==> config.mk <==
export PLATFORM = sky130hd
export DESIGN_NAME = pc_sequencer_flat
export DESIGN_NICKNAME = d
export VERILOG_FILES = /design/src/rtl/pc_sequencer_if.sv /design/src/rtl/pc_sequencer.sv /design/src/flat_wrapper.sv
export SDC_FILE = /design/constraint.sdc
export NUM_CORES = 2
export LEC_CHECK = 0
export ABC_AREA = 1
export BUFFER_PORTS_ARGS = -buffer_cell sky130_fd_sc_hd__buf_2
export CORE_AREA = 2 2 303 305
export CTS_CLUSTER_SIZE = 14
export DETAILED_ROUTE_END_ITERATION = 10
export DIE_AREA = 0 0 305 307
export PLACE_DENSITY_LB_ADDON = 0.08
export SLEW_MARGIN = 20
export SYNTH_ARGS = -nofsm -noshare
export SYNTH_HDL_FRONTEND = slang
export SYNTH_SLANG_ARGS = --single-unit
==> constraint.sdc <==
create_clock -name clk -period 68.9 [get_ports clk]
set_input_delay 3.445 -clock clk [delete_from_list [all_inputs] [get_ports clk]]
set_output_delay 3.445 -clock clk [all_outputs]
set_load 0.005 [all_outputs]
==> src/rtl/pc_sequencer_if.sv <==
// Fetch-front bundle: redirect requests and BTB training in, fetch PC and prediction out.
// master drives requests (pipeline control side), slave is the sequencer.
interface pc_sequencer_if #(
    parameter int XLEN = 32
);
    logic            pc_stall;
    logic            trapped;
    logic [XLEN-1:0] trap_target;
    logic            jump;
    logic [XLEN-1:0] jump_target;
    logic            upd_valid;
    logic [XLEN-1:0] upd_pc;
    logic            upd_taken;
    logic [XLEN-1:0] upd_target;
    logic            upd_mispredict;
    logic [XLEN-1:0] upd_actual_next;
    logic [XLEN-1:0] pc;
    logic            pred_taken;
    logic [XLEN-1:0] pred_target;

    modport master (
        output pc_stall, trapped, trap_target, jump, jump_target,
               upd_valid, upd_pc, upd_taken, upd_target, upd_mispredict, upd_actual_next,
        input  pc, pred_taken, pred_target
    );

    modport slave (
        input  pc_stall, trapped, trap_target, jump, jump_target,
               upd_valid, upd_pc, upd_taken, upd_target, upd_mispredict, upd_actual_next,
        output pc, pred_taken, pred_target
    );
endinterface

==> src/rtl/pc_sequencer.sv <==
// Fetch PC register with a direct-mapped BTB (2-bit counters) and prioritised redirects.
// Latency: redirects and BTB writes take effect after one edge; prediction is combinational on pc.
// Backpressure: pc_stall holds sequential/jump/predicted flow; trap and mispredict override it.
module pc_sequencer #(
    parameter int              XLEN         = 32,
    parameter logic [XLEN-1:0] RESET_VECTOR = '0,
    parameter int              BTB_ENTRIES  = 16
) (
    input logic           clk,
    input logic           reset,
    pc_sequencer_if.slave bus
);
    localparam int IDX  = $clog2(BTB_ENTRIES);
    localparam int TAGW = XLEN - IDX - 2;

    logic [XLEN-1:0]        pc_q;
    logic [BTB_ENTRIES-1:0] btb_valid;
    logic [TAGW-1:0]        btb_tag    [BTB_ENTRIES];
    logic [XLEN-1:0]        btb_target [BTB_ENTRIES];
    logic [1:0]             btb_ctr    [BTB_ENTRIES];

    logic [IDX-1:0]  pc_idx;
    logic [IDX-1:0]  upd_idx;
    logic [TAGW-1:0] pc_tag;
    logic [TAGW-1:0] upd_tag;
    logic            lookup_hit;
    logic            upd_hit;
    logic            pred_taken;
    logic [XLEN-1:0] pc_plus4;
    logic [XLEN-1:0] pred_target;
    logic [XLEN-1:0] next_pc;
    logic            unused_upd_lsb;

    assign pc_idx  = pc_q[IDX+1:2];
    assign pc_tag  = pc_q[XLEN-1:IDX+2];
    assign upd_idx = bus.upd_pc[IDX+1:2];
    assign upd_tag = bus.upd_pc[XLEN-1:IDX+2];
    assign unused_upd_lsb = ^bus.upd_pc[1:0];

    assign lookup_hit  = btb_valid[pc_idx] && (btb_tag[pc_idx] == pc_tag);
    assign upd_hit     = btb_valid[upd_idx] && (btb_tag[upd_idx] == upd_tag);
    assign pred_taken  = lookup_hit && btb_ctr[pc_idx][1];
    assign pc_plus4    = pc_q + XLEN'(4);
    assign pred_target = pred_taken ? btb_target[pc_idx] : pc_plus4;

    // Mispredict belongs to an older instruction than the ID jump, so it outranks it and the stall.
    always_comb begin
        next_pc = pred_target;
        if (bus.trapped) begin
            next_pc = bus.trap_target;
        end else if (bus.upd_valid && bus.upd_mispredict) begin
            next_pc = bus.upd_actual_next;
        end else if (bus.pc_stall) begin
            next_pc = pc_q;
        end else if (bus.jump) begin
            next_pc = bus.jump_target;
        end
    end

    always_ff @(posedge clk or posedge reset) begin
        if (reset) begin
            pc_q      <= RESET_VECTOR;
            btb_valid <= '0;
            for (int i = 0; i < BTB_ENTRIES; i++) begin
                btb_tag[i]    <= '0;
                btb_target[i] <= '0;
                btb_ctr[i]    <= 2'b01;
            end
        end else begin
            pc_q <= next_pc;
            // Training is independent of stall and redirect priority.
            if (bus.upd_valid) begin
                if (upd_hit) begin
                    if (bus.upd_taken) begin
                        if (btb_ctr[upd_idx] != 2'b11) begin
                            btb_ctr[upd_idx] <= btb_ctr[upd_idx] + 2'd1;
                        end
                        btb_target[upd_idx] <= bus.upd_target;
                    end else if (btb_ctr[upd_idx] != 2'b00) begin
                        btb_ctr[upd_idx] <= btb_ctr[upd_idx] - 2'd1;
                    end
                end else if (bus.upd_taken) begin
                    btb_valid[upd_idx]  <= 1'b1;
                    btb_tag[upd_idx]    <= upd_tag;
                    btb_target[upd_idx] <= bus.upd_target;
                    btb_ctr[upd_idx]    <= 2'b10;
                end
            end
        end
    end

    assign bus.pc          = pc_q;
    assign bus.pred_taken  = pred_taken;
    assign bus.pred_target = pred_target;
endmodule

==> src/flat_wrapper.sv <==
// flat-port wrapper written by rule: the top's interface ports become plain ports
module pc_sequencer_flat 
#(
    parameter int              XLEN         = 32,
    parameter logic [XLEN-1:0] RESET_VECTOR = '0,
    parameter int              BTB_ENTRIES  = 16
)
  (clk, reset, bus_pc_stall, bus_trapped, bus_trap_target, bus_jump, bus_jump_target, bus_upd_valid, bus_upd_pc, bus_upd_taken, bus_upd_target, bus_upd_mispredict, bus_upd_actual_next, bus_pc, bus_pred_taken, bus_pred_target);
  pc_sequencer_if #(.XLEN(XLEN)) bus_i ();
  input logic clk;
  input logic reset;
  input wire logic [$bits(bus_i.pc_stall)-1:0] bus_pc_stall;
  input wire logic [$bits(bus_i.trapped)-1:0] bus_trapped;
  input wire logic [$bits(bus_i.trap_target)-1:0] bus_trap_target;
  input wire logic [$bits(bus_i.jump)-1:0] bus_jump;
  input wire logic [$bits(bus_i.jump_target)-1:0] bus_jump_target;
  input wire logic [$bits(bus_i.upd_valid)-1:0] bus_upd_valid;
  input wire logic [$bits(bus_i.upd_pc)-1:0] bus_upd_pc;
  input wire logic [$bits(bus_i.upd_taken)-1:0] bus_upd_taken;
  input wire logic [$bits(bus_i.upd_target)-1:0] bus_upd_target;
  input wire logic [$bits(bus_i.upd_mispredict)-1:0] bus_upd_mispredict;
  input wire logic [$bits(bus_i.upd_actual_next)-1:0] bus_upd_actual_next;
  output wire logic [$bits(bus_i.pc)-1:0] bus_pc;
  output wire logic [$bits(bus_i.pred_taken)-1:0] bus_pred_taken;
  output wire logic [$bits(bus_i.pred_target)-1:0] bus_pred_target;
  assign bus_i.pc_stall = bus_pc_stall;
  assign bus_i.trapped = bus_trapped;
  assign bus_i.trap_target = bus_trap_target;
  assign bus_i.jump = bus_jump;
  assign bus_i.jump_target = bus_jump_target;
  assign bus_i.upd_valid = bus_upd_valid;
  assign bus_i.upd_pc = bus_upd_pc;
  assign bus_i.upd_taken = bus_upd_taken;
  assign bus_i.upd_target = bus_upd_target;
  assign bus_i.upd_mispredict = bus_upd_mispredict;
  assign bus_i.upd_actual_next = bus_upd_actual_next;
  assign bus_pc = bus_i.pc;
  assign bus_pred_taken = bus_i.pred_taken;
  assign bus_pred_target = bus_i.pred_target;
  pc_sequencer #(.XLEN(XLEN), .RESET_VECTOR(RESET_VECTOR), .BTB_ENTRIES(BTB_ENTRIES)) u_core (.clk(clk), .reset(reset), .bus(bus_i));
endmodule
### Word-level counts from Yosys, hierarchy flattened

Cells that the tools add are included.

| storage, ports and cells | value |
|---|---|
| bits in registers | 1008 |
| bits of input ports | 168 |

| cells by class | value |
|---|---|
| muxes and demuxes | 41 |
| equal/unequal tests | 5 |
| order comparisons | 6 |
| $add $sub $neg | 3 |
| reductions and logical operators | 12 |
| bitwise gates (word level) | 7 |

Operators by type and width:

| kind | count |
|---|---|
| $bwmux 512 | 1 |
| $bwmux 416 | 1 |
| $mux 32 | 13 |
| $bmux 26 s4 | 2 |
| $mux 26 | 5 |
| $bmux 32 s4 | 1 |
| $demux 32 s4 | 1 |
| $demux 26 s4 | 1 |
| $bwmux 32 | 2 |
| $eq 26x26->1 | 2 |
| $add 32x3->32 const B | 1 |
| $or 16x16->16 | 2 |
| $and 16x16->16 | 1 |
| $bmux 2 s4 | 2 |
| $not 16->16 | 1 |
| $ge 5x5->1 const B | 2 |
| $lt 4x5->1 const B | 2 |
| $mux 2 | 5 |
| $not 4->5 | 2 |
| $bmux 1 s4 | 2 |
| $demux 2 s4 | 1 |
| $logic_and 1x1->1 | 6 |
| $reduce_bool 2->1 | 3 |
| $lt 5x1->1 const B | 1 |
| other kinds (12) | 14 |

### Longest topological paths before layout

| logic depth | value |
|---|---|
| depth after elaboration | 12 |
| mapped depth | 27 |

### Least setup slack after synthesis

No wires, ideal clock.

| path | value |
|---|---|
| path kind | input to register |
| from | input port bus_upd_pc[2] |
| to | register u_core.btb_ctr[17] (netlist name) |
| cell stages on the path | 17 |
| path slack | 62.981 ns |
| data arrival time | 5.801 ns |
| cells stage by stage | buf_2 nand2_1 buf_4 inv_2 clkbuf_1 a22oi_1 nand2_1 nand2_1 nand4_1 inv_1 ha_1 a21boi_0 clkbuf_1 clkbuf_1 nand4_1 nand2_1 nand2_1 |

| on the way | value |
|---|---|
| cells in the longest elaborated chain, start to end | 9 |
| elaborated cells between the ends (all ways) | 32 |

RTL lines:

| item | line | text |
|---|---|---|
| start, declared | flat_wrapper.sv:18 | `input wire logic [$bits(bus_i.upd_pc)-1:0] bus_upd_pc;` |
| $not 4->5 (not written as such) | - |  |
| $bmux 2 s4 (tied with other cells) | - |  |
| $mux 2 (not written as such) or $logic_and 1x1->1 (tied branches) | - |  |
| $mux 2, on equally long branches | - |  |
| $sub 2x1->2 (tied with other cells) | pc_sequencer.sv:80 | `btb_ctr[upd_idx] <= btb_ctr[upd_idx] - 2'd1;` |
| $bwmux 32, on equally long branches | pc_sequencer.sv:80, pc_sequencer.sv:76 |  |
| $mux 32, on equally long branches | pc_sequencer.sv:79, pc_sequencer.sv:75 |  |
| $mux 32 | pc_sequencer.sv:74 | `if (bus.upd_taken) begin` |
| $mux 32 | pc_sequencer.sv:73 | `if (upd_hit) begin` |
| end signal, assigned by index | pc_sequencer.sv:76 | `btb_ctr[upd_idx] <= btb_ctr[upd_idx] + 2'd1;` |
| end signal, assigned by index | pc_sequencer.sv:80 |  |
| end, declared | pc_sequencer.sv:20 | `logic [1:0] btb_ctr [BTB_ENTRIES];` |

Parallel ways exist; a longest one is shown, timed or not. The select of a mux whose other input is x is not followed.
A chain may end at the register's enable or synchronous reset.

### Worst setup path after layout

| path | value |
|---|---|
| from | register u_core.pc_q[2], in the netlist u_core.bus.pc[2] |
| to | output port bus_pred_target[20] |

| on the way | value |
|---|---|
| cells in the longest elaborated chain, start to end | 8 |
| elaborated cells between the ends (all ways) | 17 |

RTL lines:

| item | line | text |
|---|---|---|
| start, declared | pc_sequencer.sv:16 | `logic [XLEN-1:0] pc_q;` |
| start signal, assigned | pc_sequencer.sv:70 | `pc_q <= next_pc;` |
| $not 4->5 (not written as such) | pc_sequencer.sv:40, pc_sequencer.sv:42, pc_sequencer.sv:44 |  |
| $bmux 26 s4 | pc_sequencer.sv:40 | `assign lookup_hit = btb_valid[pc_idx] && (btb_tag[pc_idx] == pc_tag);` |
| $mux 26 (not written as such) (2 in series) | pc_sequencer.sv:40 |  |
| $eq 26x26->1 | pc_sequencer.sv:40 |  |
| $logic_and 1x1->1 | pc_sequencer.sv:40 |  |
| $logic_and 1x1->1 | pc_sequencer.sv:42 | `assign pred_taken = lookup_hit && btb_ctr[pc_idx][1];` |
| $mux 32 * | pc_sequencer.sv:44 | `assign pred_target = pred_taken ? btb_target[pc_idx] : pc_plus4;` |
| end, declared | flat_wrapper.sv:25 | `output wire logic [$bits(bus_i.pred_target)-1:0] bus_pred_target;` |

Every way passes the cells marked *; elsewhere a longest branch is shown, timed or not. The select of a mux whose other input is x is not followed.

==> qor.csv <==
stage,metric,value,unit
critical_path,worst path cell trace,"buf_4, buf_4, buf_4, nor2_1, nor2_1, o21ai_0, nand3_1, nand3_1, nand2_1, nand2_1, nand2_1, nand2_1, nor2_1, nand3_1, buf_4, nor2_2, nand2_1, nand2_1, inv_1, buf_2",
flow_run,max-cap violation count,0,
cts,post-CTS setup repair buffer count,0,
die,Boundary Pins,233,
cts,clock root buffer master,clkbuf_16,
timing,FMAX,0.0950,GHz
cells_and_area,Post-layout nets,7640,
hold_path,worst hold path class,flip-flop to flip-flop,
global_routing,first-pass GRT wire length,289,mm
detailed_routing,drt pass-1 iters,8,
critical_path,"slowest stage cell, crit path",buf_4,
timing,fin. max-slew vios,0,
cells_and_area,share of cells above drive strength 1,7.63,%
cells_and_area,Area Growth Syn to Fin,9.21,%
cts,CTS H-Tree Depth,3,
cells_and_area,most frequent cells in the layout,"nand2_1, o21ai_0, dfrtp_1",
cells_and_area,"commonest non-fill, non-tap cell in the layout",nand2_1,
placed_design,Post-DP HPWL,113,mm
global_routing,GR Util All Layers,40.2,%
die,Initial Utilization,59.3,%
cells_and_area,final core utilization,64.8,%
cts,CTS tree,yes,
timing,# setup viols final,0,
outcome,status,"complete, no violations",
power,Max IR drop VDD,0.0280,mV
detailed_routing,total routed wirelength,190,mm
critical_path,Crit. End Element,output pin,
critical_path,CP arrival,7080,ps
detailed_routing,initial drt markers,6808,
critical_path,Most common cell on crit path,nand2_1,
detailed_routing,drc violations,0,
detailed_routing,total number of vias,52200,
cts,Worst-path clk slew,60,ps
die,Core ar.,0.0907,mm2
cts,CTS Buffer Depth,3,
placed_design,buffers added on ports,230,
timing,Final Hold Vio Count,0,
synth,Post-Synthesis Cell Area,0.0538,mm2
global_routing,pin count of the biggest net entering global routing,113,
die,Die X,305,um
synth,Async SR Flop Fraction,100,%
synth,Post-synth EDFFs,0,
detailed_routing,Via-to-Cell Ratio,5.97,
critical_path,Crit Path Category,flip-flop to output pin,
critical_path,CP max stage delay,900,ps
critical_path,dominant delay contributor by cell family on the critical path,buffers and inverters,
power,Power Density,30.2,mW/mm2
cts,worst skew pair latency,730,ps
cts,CTS resizes,0,
placed_design,Post-Place Setup Slack,59340,ps
timing,Slew @ Worst Pin,1230,ps
critical_path,CP Max Fanout,86,
die,Die Footprint,0.0936,mm2
timing,setup ws final,58370,ps
cts,CTS Buf Count,109,
synth,mean post-synth cell area,7.10,um2
global_routing,grt ovf,0,
detailed_routing,WL/cell,21.7,um
synth,Yosys reg bits,1008,
timing,RSZ-0062 raised after global routing,false,
synth,"Seq/Total Area, Yosys",46.9,%
critical_path,CP bufs+invs,6,
cts,CTS sink count,1008,
synth,"Top FF cell, synth",dfrtp_1,
synth,synth warn,0,
timing,Worst Skew,44.6,ps
power,P_leak,0.0291,uW
timing,post-route minimum period,10530,ps
cts,Post-CTS Hold Fix Bufs,0,
detailed_routing,Final ANT Viol Nets,0,
critical_path,Worst Path Required,65460,ps
timing,final setup TNS,0,ps
global_routing,vias in the first global route,48354,
synth,library cells used by synthesis,39,
global_routing,initial antenna violation count,14,
placed_design,routability congestion estimate from global placement,0.986,
synth,"Net Count, Synth",7742,
timing,fin crit share,15.3,%
die,# rows,111,
synth,Post-Synthesis Cells,7571,
die,Vert. Die Dim,307,um
timing,slew margin rel.,18.1,%
critical_path,critical path launch point type,flip-flop,
-- flip-flops by register name (all words and copies together), names as in the netlist --
| signal | flops |
|---|---|
| u_core.btb_target | 512 |
| u_core.btb_tag | 416 |
| u_core.btb_ctr | 32 |
| u_core.btb_valid | 16 |
| u_core.bus.pc | 32 |
-- final timing paths --
path                            slack, ps                                  to  cells past startpoint                      startpoint
worst max-delay path                58370                 bus_pred_target[20]                     20    u_core.bus.pc[2]$_DFFE_PP0P_
worst min-delay path                  470      u_core.btb_ctr[30]$_DFFE_PP1P_                      2  u_core.btb_ctr[30]$_DFFE_PP1P_
worst max register to register      62230       u_core.bus.pc[26]$_DFFE_PP0P_                     23    u_core.bus.pc[2]$_DFFE_PP0P_
worst min register to register        470      u_core.btb_ctr[30]$_DFFE_PP1P_                      2  u_core.btb_ctr[30]$_DFFE_PP1P_
max in group asynchronous           60930     u_core.btb_tag[408]$_DFFE_PP0P_                      8                           reset
min in group asynchronous            2860  u_core.btb_target[364]$_DFFE_PP0P_                      2                           reset
-- cell usage after synthesis (48+ instances only) --
| master | number | share of area, % |
|---|---|---|
| a21oi_1 | 179 | 1.7 |
| a22oi_1 | 48 | 0.67 |
| buf_2 | 158 | 1.5 |
| clkbuf_1 | 340 | 2.4 |
| dfrtp_1 | 992 | 46 |
| inv_1 | 584 | 4.1 |
| nand2_1 | 2471 | 17 |
| nand3_1 | 355 | 3.3 |
| nor2_1 | 714 | 5.0 |
| o211ai_1 | 82 | 1.1 |
| o21ai_0 | 1216 | 11 |
| o21ai_1 | 108 | 1.0 |
| o22ai_1 | 65 | 0.76 |
-- layout make-up --
cell class / instances / area (um2)
fillers: 8251 / 32000
flip-flops and latches: 1008 / 25300
multi-input cells: 5427 / 24200
clock buffers: 165 / 3220
inverters: 597 / 2260
repair buffers: 326 / 1890
well taps: 1186 / 1480
clock inverters: 35 / 459
diodes: 3 / 7.51
-- routing by layer --
layer	share of wire (%)	global-route usage [%]	up-vias	wire length, um
li1	-	-	24104	-
met5	0.020	0	-	38
met1	38	51.8	24606	72200
met3	9.6	7.00	643	18100
met2	45	63.7	2841	85600
met4	7.1	24.8	6	13500
-- logic make-up (layout without fill, tap and decap cells) --
kind of cell	after synthesis	in the layout	synth area share, %
fa+ha+maj	3	3	0.0698
flops	1008	1008	46.9
other cells	0	3	0
xor+xnor	27	27	0.440
compound gates	1773	1773	17.6
buf+inv	1136	1123	8.42
simple gates	3624	3624	26.5
-- power by group --
| part | internal [uW] | switching, uW |
|---|---|---|
| Clock | 352 | 252 |
| Combinational | 130 | 267 |
| Sequential | 702 | 72.3 |
-- per-stage QoR --
step | instances | area, um2 | hold WS, ps | power (uW)
CTS | 8743 | 58700 | 471 | 1770
global route | 8746 | 58700 | 481 | 1860
detailed placement | 8543 | 55000 | 460 | 1170
floorplan | 7571 | 53800 | 447 | 1040
global placement | 8543 | 55000 | 456 | 1160
finish | 8747 | 58700 | 466 | 1780
-- worst reg2reg max path, delay by kind of cell (launching register included) --
kind | cells | cell delay, ps
AND/OR/NAND/NOR | 18 | 2860
buffers and inverters | 4 | 2850
flip-flops | 1 | 740
AO/OA/AOI/OAI | 1 | 90
Power figures use the tool's default switching activity.
